[src/rtl/audio_pkg.sv]
// Types and frame constants shared by the DAC output path.
package audio_pkg;

   localparam int unsigned I2S_SLOTS_PER_FRAME = 64;
   localparam int unsigned I2S_DATA_BITS       = 16;

   typedef struct packed {
      logic signed [15:0] l;
      logic signed [15:0] r;
   } stereo_sample_t;

endpackage

[src/rtl/stereo_sample_fifo.sv]
// Synchronous FIFO of stereo pairs; full/empty/level all derive from the registered level.
module stereo_sample_fifo
   import audio_pkg::*;
#(
   parameter int unsigned Depth = 4
) (
   input  logic                     clk_i,
   input  logic                     rst_ni,
   input  logic                     push_i,
   input  stereo_sample_t           wdata_i,
   input  logic                     pop_i,
   output stereo_sample_t           rdata_o,
   output logic                     full_o,
   output logic                     empty_o,
   output logic [$clog2(Depth):0]   level_o
);

   localparam int unsigned PtrW = $clog2(Depth);
   localparam int unsigned LvlW = PtrW + 1;

   stereo_sample_t  mem_q [Depth];
   logic [PtrW-1:0] wr_ptr_q, wr_ptr_d;
   logic [PtrW-1:0] rd_ptr_q, rd_ptr_d;
   logic [LvlW-1:0] level_q, level_d;
   logic            do_push, do_pop;

   assign full_o  = (level_q == LvlW'(Depth));
   assign empty_o = (level_q == '0);
   assign level_o = level_q;
   assign rdata_o = mem_q[rd_ptr_q];

   assign do_push = push_i && !full_o;
   assign do_pop  = pop_i && !empty_o;

   always_comb begin
      wr_ptr_d = wr_ptr_q;
      rd_ptr_d = rd_ptr_q;
      level_d  = level_q;
      // Depth is a power of two, so pointers wrap naturally.
      if (do_push) wr_ptr_d = wr_ptr_q + PtrW'(1);
      if (do_pop)  rd_ptr_d = rd_ptr_q + PtrW'(1);
      unique case ({do_push, do_pop})
         2'b10:   level_d = level_q + LvlW'(1);
         2'b01:   level_d = level_q - LvlW'(1);
         default: level_d = level_q;
      endcase
   end

   always_ff @(posedge clk_i) begin
      if (!rst_ni) begin
         wr_ptr_q <= '0;
         rd_ptr_q <= '0;
         level_q  <= '0;
      end else begin
         wr_ptr_q <= wr_ptr_d;
         rd_ptr_q <= rd_ptr_d;
         level_q  <= level_d;
      end
   end

   always_ff @(posedge clk_i) begin
      if (do_push) mem_q[wr_ptr_q] <= wdata_i;
   end

endmodule

[src/rtl/dac_i2s_serializer.sv]
// Buffers stereo samples from the DSP and serializes them as a Philips I2S stream.
module dac_i2s_serializer
   import audio_pkg::*;
#(
   parameter int unsigned BCLK_DIV   = 4,
   parameter int unsigned FIFO_DEPTH = 4
) (
   input  logic                          clock,
   input  logic                          reset,
   input  logic signed [15:0]            sample_l,
   input  logic signed [15:0]            sample_r,
   input  logic                          sample_valid,
   output logic                          sample_ready,
   output logic [$clog2(FIFO_DEPTH):0]   fifo_level,
   output logic                          i2s_bclk,
   output logic                          i2s_lrclk,
   output logic                          i2s_sdata,
   output logic [7:0]                    underflow_count,
   output logic                          overflow
);

   localparam int unsigned DivW  = (BCLK_DIV > 1) ? $clog2(BCLK_DIV) : 1;
   localparam int unsigned SlotW = $clog2(I2S_SLOTS_PER_FRAME);

   localparam logic [DivW-1:0]  DivLast    = DivW'(BCLK_DIV - 1);
   localparam logic [SlotW-1:0] LeftFirst  = SlotW'(1);
   localparam logic [SlotW-1:0] LeftLast   = SlotW'(I2S_DATA_BITS);
   localparam logic [SlotW-1:0] RightFirst = SlotW'(I2S_SLOTS_PER_FRAME / 2 + 1);
   localparam logic [SlotW-1:0] RightLast  = SlotW'(I2S_SLOTS_PER_FRAME / 2 + I2S_DATA_BITS);
   localparam logic [SlotW-1:0] SlotLast   = SlotW'(I2S_SLOTS_PER_FRAME - 1);

   logic [DivW-1:0]  div_q, div_d;
   logic             bclk_q, bclk_d;
   logic [SlotW-1:0] slot_q, slot_d;
   logic             lrclk_q, lrclk_d;
   logic             sdata_q, sdata_d;
   logic [15:0]      sh_l_q, sh_l_d;
   logic [15:0]      sh_r_q, sh_r_d;
   logic [7:0]       underflow_q, underflow_d;
   logic             overflow_q, overflow_d;

   stereo_sample_t   fifo_wdata, fifo_rdata;
   logic             fifo_full, fifo_empty, fifo_pop;
   logic             div_tc, bclk_fall, frame_load;

   assign fifo_wdata = '{l: sample_l, r: sample_r};

   stereo_sample_fifo #(
      .Depth (FIFO_DEPTH)
   ) u_fifo (
      .clk_i   (clock),
      .rst_ni  (reset),
      .push_i  (sample_valid),
      .wdata_i (fifo_wdata),
      .pop_i   (fifo_pop),
      .rdata_o (fifo_rdata),
      .full_o  (fifo_full),
      .empty_o (fifo_empty),
      .level_o (fifo_level)
   );

   assign div_tc     = (div_q == DivLast);
   assign bclk_fall  = div_tc && bclk_q;
   assign frame_load = bclk_fall && (slot_q == SlotLast);
   assign fifo_pop   = frame_load && !fifo_empty;

   always_comb begin
      div_d       = div_tc ? '0 : div_q + DivW'(1);
      bclk_d      = div_tc ? ~bclk_q : bclk_q;
      slot_d      = slot_q;
      lrclk_d     = lrclk_q;
      sdata_d     = sdata_q;
      sh_l_d      = sh_l_q;
      sh_r_d      = sh_r_q;
      underflow_d = underflow_q;
      overflow_d  = overflow_q || (sample_valid && fifo_full);

      // Data changes on the falling BCLK so the DAC samples it stable on the rise.
      if (bclk_fall) begin
         slot_d  = slot_q + SlotW'(1);
         lrclk_d = slot_d[SlotW-1];
         sdata_d = 1'b0;
         if (frame_load) begin
            sh_l_d = fifo_empty ? 16'h0000 : fifo_rdata.l;
            sh_r_d = fifo_empty ? 16'h0000 : fifo_rdata.r;
            if (fifo_empty && underflow_q != 8'hFF) underflow_d = underflow_q + 8'd1;
         end else if (slot_d >= LeftFirst && slot_d <= LeftLast) begin
            sdata_d = sh_l_q[15];
            sh_l_d  = {sh_l_q[14:0], 1'b0};
         end else if (slot_d >= RightFirst && slot_d <= RightLast) begin
            sdata_d = sh_r_q[15];
            sh_r_d  = {sh_r_q[14:0], 1'b0};
         end
      end
   end

   always_ff @(posedge clock) begin
      if (!reset) begin
         div_q       <= '0;
         bclk_q      <= 1'b0;
         slot_q      <= SlotLast;
         lrclk_q     <= 1'b1;
         sdata_q     <= 1'b0;
         sh_l_q      <= '0;
         sh_r_q      <= '0;
         underflow_q <= '0;
         overflow_q  <= 1'b0;
      end else begin
         div_q       <= div_d;
         bclk_q      <= bclk_d;
         slot_q      <= slot_d;
         lrclk_q     <= lrclk_d;
         sdata_q     <= sdata_d;
         sh_l_q      <= sh_l_d;
         sh_r_q      <= sh_r_d;
         underflow_q <= underflow_d;
         overflow_q  <= overflow_d;
      end
   end

   assign sample_ready    = !fifo_full;
   assign i2s_bclk        = bclk_q;
   assign i2s_lrclk       = lrclk_q;
   assign i2s_sdata       = sdata_q;
   assign underflow_count = underflow_q;
   assign overflow        = overflow_q;

endmodule

[config.mk]
export PLATFORM = sky130hd
export DESIGN_NAME = dac_i2s_serializer
export DESIGN_NICKNAME = d
export VERILOG_FILES = /design/src/rtl/audio_pkg.sv /design/src/rtl/stereo_sample_fifo.sv /design/src/rtl/dac_i2s_serializer.sv
export SDC_FILE = /design/constraint.sdc
export NUM_CORES = 1
export LEC_CHECK = 0
export CORE_UTILIZATION = 45
export DETAILED_ROUTE_END_ITERATION = 10
export DONT_BUFFER_PORTS = 1
export PLACE_DENSITY_LB_ADDON = 0.1
export SLEW_MARGIN = 20
export SYNTH_ARGS = -nofsm -noshare
export SYNTH_HDL_FRONTEND = slang
export SYNTH_SLANG_ARGS = --single-unit
[constraint.sdc]
create_clock -name clock -period 5.6 [get_ports clock]
set_input_delay 1.4 -clock clock [delete_from_list [all_inputs] [get_ports clock]]
set_output_delay 1.4 -clock clock [all_outputs]
set_load 0.02 [all_outputs]
==> results of run 1 <==
-- logic make-up (layout without fill, tap and decap cells) --
group	Yosys count	in the layout
DFF	188	188
and+or+nand+nor	154	154
AOI/OAI and AO/OA	72	72
muxes	49	49
buffers and inverters	42	50
xor gates and xnor gates	16	16
adders and majority gates	11	11
-- layout make-up --
class | instances | area [um^2] | area share [%]
Clock buffer | 17 | 425 | 5.03
Sequential cell | 188 | 5050 | 59.7
Inverter | 9 | 33.8 | 0.400
Multi-Input combinational cell | 302 | 2460 | 29.1
Clock inverter | 15 | 140 | 1.66
Timing Repair Buffer | 9 | 67.6 | 0.800
Tap cell | 220 | 275 | 3.26
-- per-layer routing --
layer	vias to the layer above	routed length (um)
li1	1997	-
met1	2107	6430
met2	94	6600
met3	17	872
met4	0	222
met5	-	0
-- sequential cells by signal, summed over array words and instances, names as in the netlist, named ones only --
signal and flops:
div_q 2, i2s_bclk 1, i2s_sdata 1, overflow 1, sh_l_q 16, sh_r_q 16
slot_q 6, u_fifo.level_o 3, u_fifo.mem_q 128, u_fifo.rd_ptr_q 2, u_fifo.wr_ptr_q 2, underflow_count 8
-- worst paths after layout --
path | startpoint | end | slack, ns | cells past startpoint
setup / recovery | slot_q[0] | u_fifo.level_o[2] | 2.14 | 10
hold / removal | div_q[0] | div_q[0] | 0.43 | 1
setup reg to reg | slot_q[0] | u_fifo.level_o[2] | 2.14 | 10
hold reg to reg | div_q[0] | div_q[0] | 0.43 | 1
-- synth_stat cells, types with 4 or more instances --
cell and instances:
sky130_fd_sc_hd__a21o_1 29, sky130_fd_sc_hd__a21oi_1 8, sky130_fd_sc_hd__a221oi_1 5, sky130_fd_sc_hd__a221oi_2 9
sky130_fd_sc_hd__and3_1 7, sky130_fd_sc_hd__buf_2 11, sky130_fd_sc_hd__buf_6 4, sky130_fd_sc_hd__clkbuf_1 15
sky130_fd_sc_hd__dfxtp_1 60, sky130_fd_sc_hd__edfxtp_1 128, sky130_fd_sc_hd__ha_1 10, sky130_fd_sc_hd__inv_1 9
sky130_fd_sc_hd__mux2i_1 17, sky130_fd_sc_hd__mux4_2 32, sky130_fd_sc_hd__nand2_1 63, sky130_fd_sc_hd__nand3_1 24
sky130_fd_sc_hd__nor2_1 37, sky130_fd_sc_hd__nor3_1 5, sky130_fd_sc_hd__nor4_1 4, sky130_fd_sc_hd__o21ai_0 6
sky130_fd_sc_hd__xnor2_1 12, sky130_fd_sc_hd__xor2_1 4
-- power by group --
| group | switching [mW] | internal (mW) | leakage (nW) |
|---|---|---|---|
| Sequential | 0.0179 | 1.54 | 1.66 |
| Combinational | 0.0771 | 0.0422 | 0.883 |
| Clock | 0.559 | 0.592 | 0.275 |
| Total | 0.654 | 2.17 | 2.82 |
-- critical path: cells and delay by family, from the launching register on --
kind	cells	cell delay, ns
xor gates and xnor gates	1	0.15
adders and majority gates	3	0.94
and+or+nand+nor	4	1.59
buffers and inverters	1	0.06
DFF	1	0.49
AOI/OAI and AO/OA	1	0.14
-- stage by stage --
step / util [%] / hold slack (ns) / power (mW) / setup WS [ns] / area (um^2)
finish: 50.8 / 0.426 / 2.83 / 2.14 / 8450
CTS: 50.8 / 0.430 / 2.86 / 2.15 / 8450
floorplan: - / 0.404 / 1.67 / 2.85 / 7710
detailed placement: 47.4 / 0.421 / 1.71 / 2.18 / 7880
global route: 50.8 / 0.440 / 2.92 / 1.84 / 8450
global placement: 47.4 / 0.412 / 1.71 / 2.27 / 7880
==> impl_metrics.ini, run 1 <==
[synth]
seq_area_frac_synth_pct = 65.5
cell_types_with_the_largest_area_share_after_synthesis = sky130_fd_sc_hd__edfxtp_1 50%, sky130_fd_sc_hd__dfxtp_1 16%, sky130_fd_sc_hd__mux4_2 9.4%, sky130_fd_sc_hd__nand2_1 3.1%, sky130_fd_sc_hd__a21o_1 2.8%
combinational_family_with_the_most_area_after_synthesis = multiplexers
average_cell_area_after_synthesis_um2 = 14.5
post_synth_instance_area_um2 = 7710
post_synth_and_or_nand_nor_area_fraction_pct = 8.96
asyncSetResetFlopFracSynth_pct = 0
fraction_of_the_mapped_netlist_area_in_compound_gates_pct = 7.71
synth_mux_area_share_pct = 11.6
synth_fa_ha_area_share_pct = 1.88
yosys_warnings = 0
synth.net_count = 578
synth_largest_type_area_fraction_pct = 49.9
synth-xor-area-share_pct = 1.82
synth_cell_type_count = 44
postSynthRegisterBits = 188
synth_flop_cell = sky130_fd_sc_hd__edfxtp_1
synth_largest_area_cell = sky130_fd_sc_hd__edfxtp_1
synthesis.instances = 532
synth_enable_flop_cells = 128

[sta]
worst_slew_margin_rel_pct = 42.7
setup_repair_after_global_routing_missed_its_margin = no
finalHoldViolations = 0
slew_violations = 0
fin_tns_setup_ns = 0
worst_clock_skew_ns = 0.0168
maximum_clock_frequency_mhz = 289
layout_min_cycle_time_ns = 3.46
min_period_over_period_pct = 61.7
setup_viol = 0
max_slew.worst_pin.slew_ns = 0.859

[global_route]
first_pass_grt_wire_length_um = 22800
global_route.overflow_total = 0
antenna_found_initial = 0
gr-usage-all-layers_pct = 17.3
global_route.peak_usage_layer = met2
met2_usage_pct = 26.9
global_route.usage.met1_pct = 22.5
grt_start_max_net_pins = 48
groute.layer.met3.usage_pct = 5.79
grt_pass1_vias = 4155

[final_layout]
mostFrequentLayoutCells = 128 x sky130_fd_sc_hd__edfxtp_1, 63 x sky130_fd_sc_hd__nand2_1, 59 x sky130_fd_sc_hd__dfxtp_1
layoutNonFillerInstCount = 760
layout-area-overhead-vs-synth_pct = 9.63
mostFrequentLayoutCell = sky130_fd_sc_hd__edfxtp_1
final_nets = 573
diodes = 0
fillerInstances = 1403
final_layout_size_suffix_gt1_share_pct = 16.7

[worst_setup_path]
timing.critical_path.required_ns = 5.96
path_common_cell = sky130_fd_sc_hd__ha_1
cp.arrival_ns = 3.81
setup.worst_path.end_class = flip-flop
crit_path_cell_trace = ha_1, and4_4, nand3_1, nor2_1, ha_1, inv_1, fa_1, xor2_1, or3_1, a21oi_1
cp_max_fo = 17
critical-path-max-stage-delay_ns = 0.51
critical_path.startpoint_type = flip-flop
timing.setup.critical_path_class = flip-flop to flip-flop
cpMaxStageDelayCell = sky130_fd_sc_hd__nand3_1

[clock_tree]
clock_tree_from_tritoncts = yes
cts_hold_buf = 0
path_clk_slew_ns = 0.06
source_to_sink_clock_delay_at_the_later_pin_of_the_worst_skew_pair_ns = 0.43
ctsLongestPathBuffers = 2
post_cts_resize_count = 0
inserted_clock_buffers = 17
cts.repair_timing.setup_buffer_count = 0
clock_tree.htree_level_count = 4
clk_root_buffer_cell = sky130_fd_sc_hd__clkbuf_16
tritoncts_num_sinks = 188

[drt]
detail_route.wl_per_cell_um = 18.6
total_number_of_vias = 4215
number_of_violations_reported_at_the_end_of_detailed_routing_iteration_0 = 316
avgViaCountPerCell = 5.55
drt_wl_total_um = 14100
postRouteAntennaNets = 0
drt_pass_1_iters = 5
drc = 0

[placement]
post-place-cells = 728
portBuffers = 0
dpl.hpwl_um = 8620
gp_congestion = 0.771

[power_and_ir_drop]
p_leak_nw = 2.82
vdd_ir_drop_max_mv = 0.223
power.density_cell_area_nw_per_um2 = 334

[floorplan]
starting_density_pct = 46.3
boundaryPins = 51
dieWidth_um = 133
floorplan.die.height_um = 133
floorplan.die_area_um2 = 17700
fp-row-count = 47
coreArea_um2 = 16600

[outcome]
status = complete, no violations

[worst_hold_path]
hold_path_class = flip-flop to flip-flop

[run]
max_cap_violations = 0
(Power assumes the default switching activity.)
==> inputs of run 2 (changes only) <==
clock period = 2.94 ns   (was 5.6 ns; I/O delays follow)
==> run 2 against run 1 <==
Compared with the run above: via count shrank 0.21%; flip-flop and latch count is the same; clock power grew 100%; total power grew 97%; first-iteration DRC count shrank 24%; non-clock buffer count grew 8; register-to-register slack lost 1.9 ns; die area is the same; design area grew 1.5%; final cell count grew 1.1%; sequential power grew 90%; critical path type unchanged.
==> impl_metrics.ini, run 2 (synthesis results as in run 1) <==
[drt]
detail_route.wl_per_cell_um = 18.6
total_number_of_vias = 4206
drt_pass_1_iters = 4
postRouteAntennaNets = 0
number_of_violations_reported_at_the_end_of_detailed_routing_iteration_0 = 241
drc = 0
avgViaCountPerCell = 5.48
drt_wl_total_um = 14300

[final_layout]
layoutNonFillerInstCount = 768
largest_reg_flops = 128
fillerInstances = 1371
top_register = u_fifo.mem_q
multi_input_comb_area_um2 = 2460
reg_top3 = u_fifo.mem_q x128, sh_l_q x16, sh_r_q x16
mostFrequentLayoutCells = 128 x sky130_fd_sc_hd__edfxtp_1, 63 x sky130_fd_sc_hd__nand2_1, 59 x sky130_fd_sc_hd__dfxtp_1
layout-area-overhead-vs-synth_pct = 11.2
diodes = 0
final_nets = 581
final_layout_size_suffix_gt1_share_pct = 17.0
mostFrequentLayoutCell = sky130_fd_sc_hd__edfxtp_1
seq_cell_area_um2 = 5050

[outcome]
status = complete, no violations

[sta]
setup_repair_after_global_routing_missed_its_margin = no
worst_clock_skew_ns = 0.0133
min_period_over_period_pct = 91.5
setup_viol = 0
hold-worst-slack_ns = 0.366
max_slew.worst_pin.slew_ns = 0.695
finalHoldViolations = 0
fin_tns_setup_ns = 0
maximum_clock_frequency_mhz = 372
slew_violations = 0
layout_min_cycle_time_ns = 2.69
worst_slew_margin_rel_pct = 53.6

[power_and_ir_drop]
p_sw_mw = 1.12
combinational_power_share_pct = 4.3
clock_power_share_pct = 42.4
power.density_cell_area_nw_per_um2 = 648
vdd_ir_drop_max_mv = 0.420
power.share.sequential_pct = 53.4
switching_share_pct = 20.2
intPower_mw = 4.43
p_leak_nw = 2.87
fin_total_pwr_mw = 5.56

[worst_setup_path]
path_common_cell = sky130_fd_sc_hd__ha_1
cp.arrival_ns = 3.04
cp_max_fo = 9
critical-path-max-stage-delay_ns = 0.49
critical_path.startpoint_type = flip-flop
rr_worst_depth = 10
crit_path_cell_trace = ha_1, and4_4, nand3_1, nor2_1, ha_1, inv_1, fa_1, xor2_1, or3_1, a21oi_1
cpMaxStageDelayCell = sky130_fd_sc_hd__dfxtp_1
timing.critical_path.required_ns = 3.29
timing.setup.critical_path_class = flip-flop to flip-flop
setup.worst_path.end_class = flip-flop

[worst_hold_path]
hold_depth = 1
hold_path_class = input pin to flip-flop

[placement]
post-place-cells = 736
portBuffers = 0
dpl.hpwl_um = 8970
gp_congestion = 0.814

[run]
max_cap_violations = 0

[clock_tree]
source_to_sink_clock_delay_at_the_later_pin_of_the_worst_skew_pair_ns = 0.43
clock_tree.htree_level_count = 4
inserted_clock_buffers = 17
ctsLongestPathBuffers = 2
cts.repair_timing.setup_buffer_count = 0
post_cts_resize_count = 0
clk_root_buffer_cell = sky130_fd_sc_hd__clkbuf_16
cts_hold_buf = 0
clock_tree_from_tritoncts = yes
tritoncts_num_sinks = 188
path_clk_slew_ns = 0.07

[floorplan]
floorplan.die.height_um = 133
dieWidth_um = 133
fp-row-count = 47
boundaryPins = 51
coreArea_um2 = 16600
floorplan.die_area_um2 = 17700
starting_density_pct = 46.3

[global_route]
first_pass_grt_wire_length_um = 23300
antenna_found_initial = 0
gr-usage-all-layers_pct = 17.6
grt_start_max_net_pins = 48
grt_pass1_vias = 4340
global_route.overflow_total = 0
-- run 2: metal layers --
layer	GRT usage [%]	up-vias	wire, um
li1	-	2006	-
met1	23.3	2114	6730
met2	27.1	77	6700
met3	5.52	9	680
met4	6.51	0	153
met5	0	-	0
-- run 2: path summary, 6_finish.rpt --
kind	from	end	slack, ns
worst min register to register	div_q[0]	div_q[0]	0.43
worst max-delay path	slot_q[0]	u_fifo.level_o[2]	0.25
worst max register to register	slot_q[0]	u_fifo.level_o[2]	0.25
worst min-delay path	reset	slot_q[4]	0.37
-- run 2: area by class of cell --
| cell class | instances | share of cell area, % |
|---|---|---|
| multi-input combinational | 302 | 28.7 |
| clock buffer | 19 | 5.05 |
| clock inverter | 13 | 2.01 |
| sequential | 188 | 58.9 |
| timing repair buffer | 17 | 1.78 |
| tap | 220 | 3.21 |
| inverter | 9 | 0.394 |
-- run 2: worst max-delay path, delay by kind of cell, from the launching register on --
family | cells | cell delay (ns)
adder cells (fa/ha/maj) | 3 | 0.89
AND/OR/NAND/NOR | 4 | 0.87
buffers and inverters | 1 | 0.06
AO/OA/AOI/OAI | 1 | 0.15
XOR/XNOR | 1 | 0.15
flip-flops | 1 | 0.49
-- run 2: stage by stage --
step                      worst slack (ns)  utilization [%]  area [um^2]
after global placement               0.404             47.9         7970
after global routing                0.0898             51.5         8570
after detailed placement             0.258             47.9         7970
after CTS                            0.235             51.5         8570
final                                0.250             51.5         8570
after floorplan                      0.335                -         7710
-- run 2: power groups by stage --
stage	sequential (mW)	clock [mW]	combinational [mW]
2_1_floorplan	3.01	0	0.171
3_3_place_gp	3.02	0	0.239
3_5_place_dp	3.02	0	0.242
4_1_cts	2.97	2.40	0.243
5_1_grt	2.97	2.50	0.261
6_report	2.96	2.35	0.237
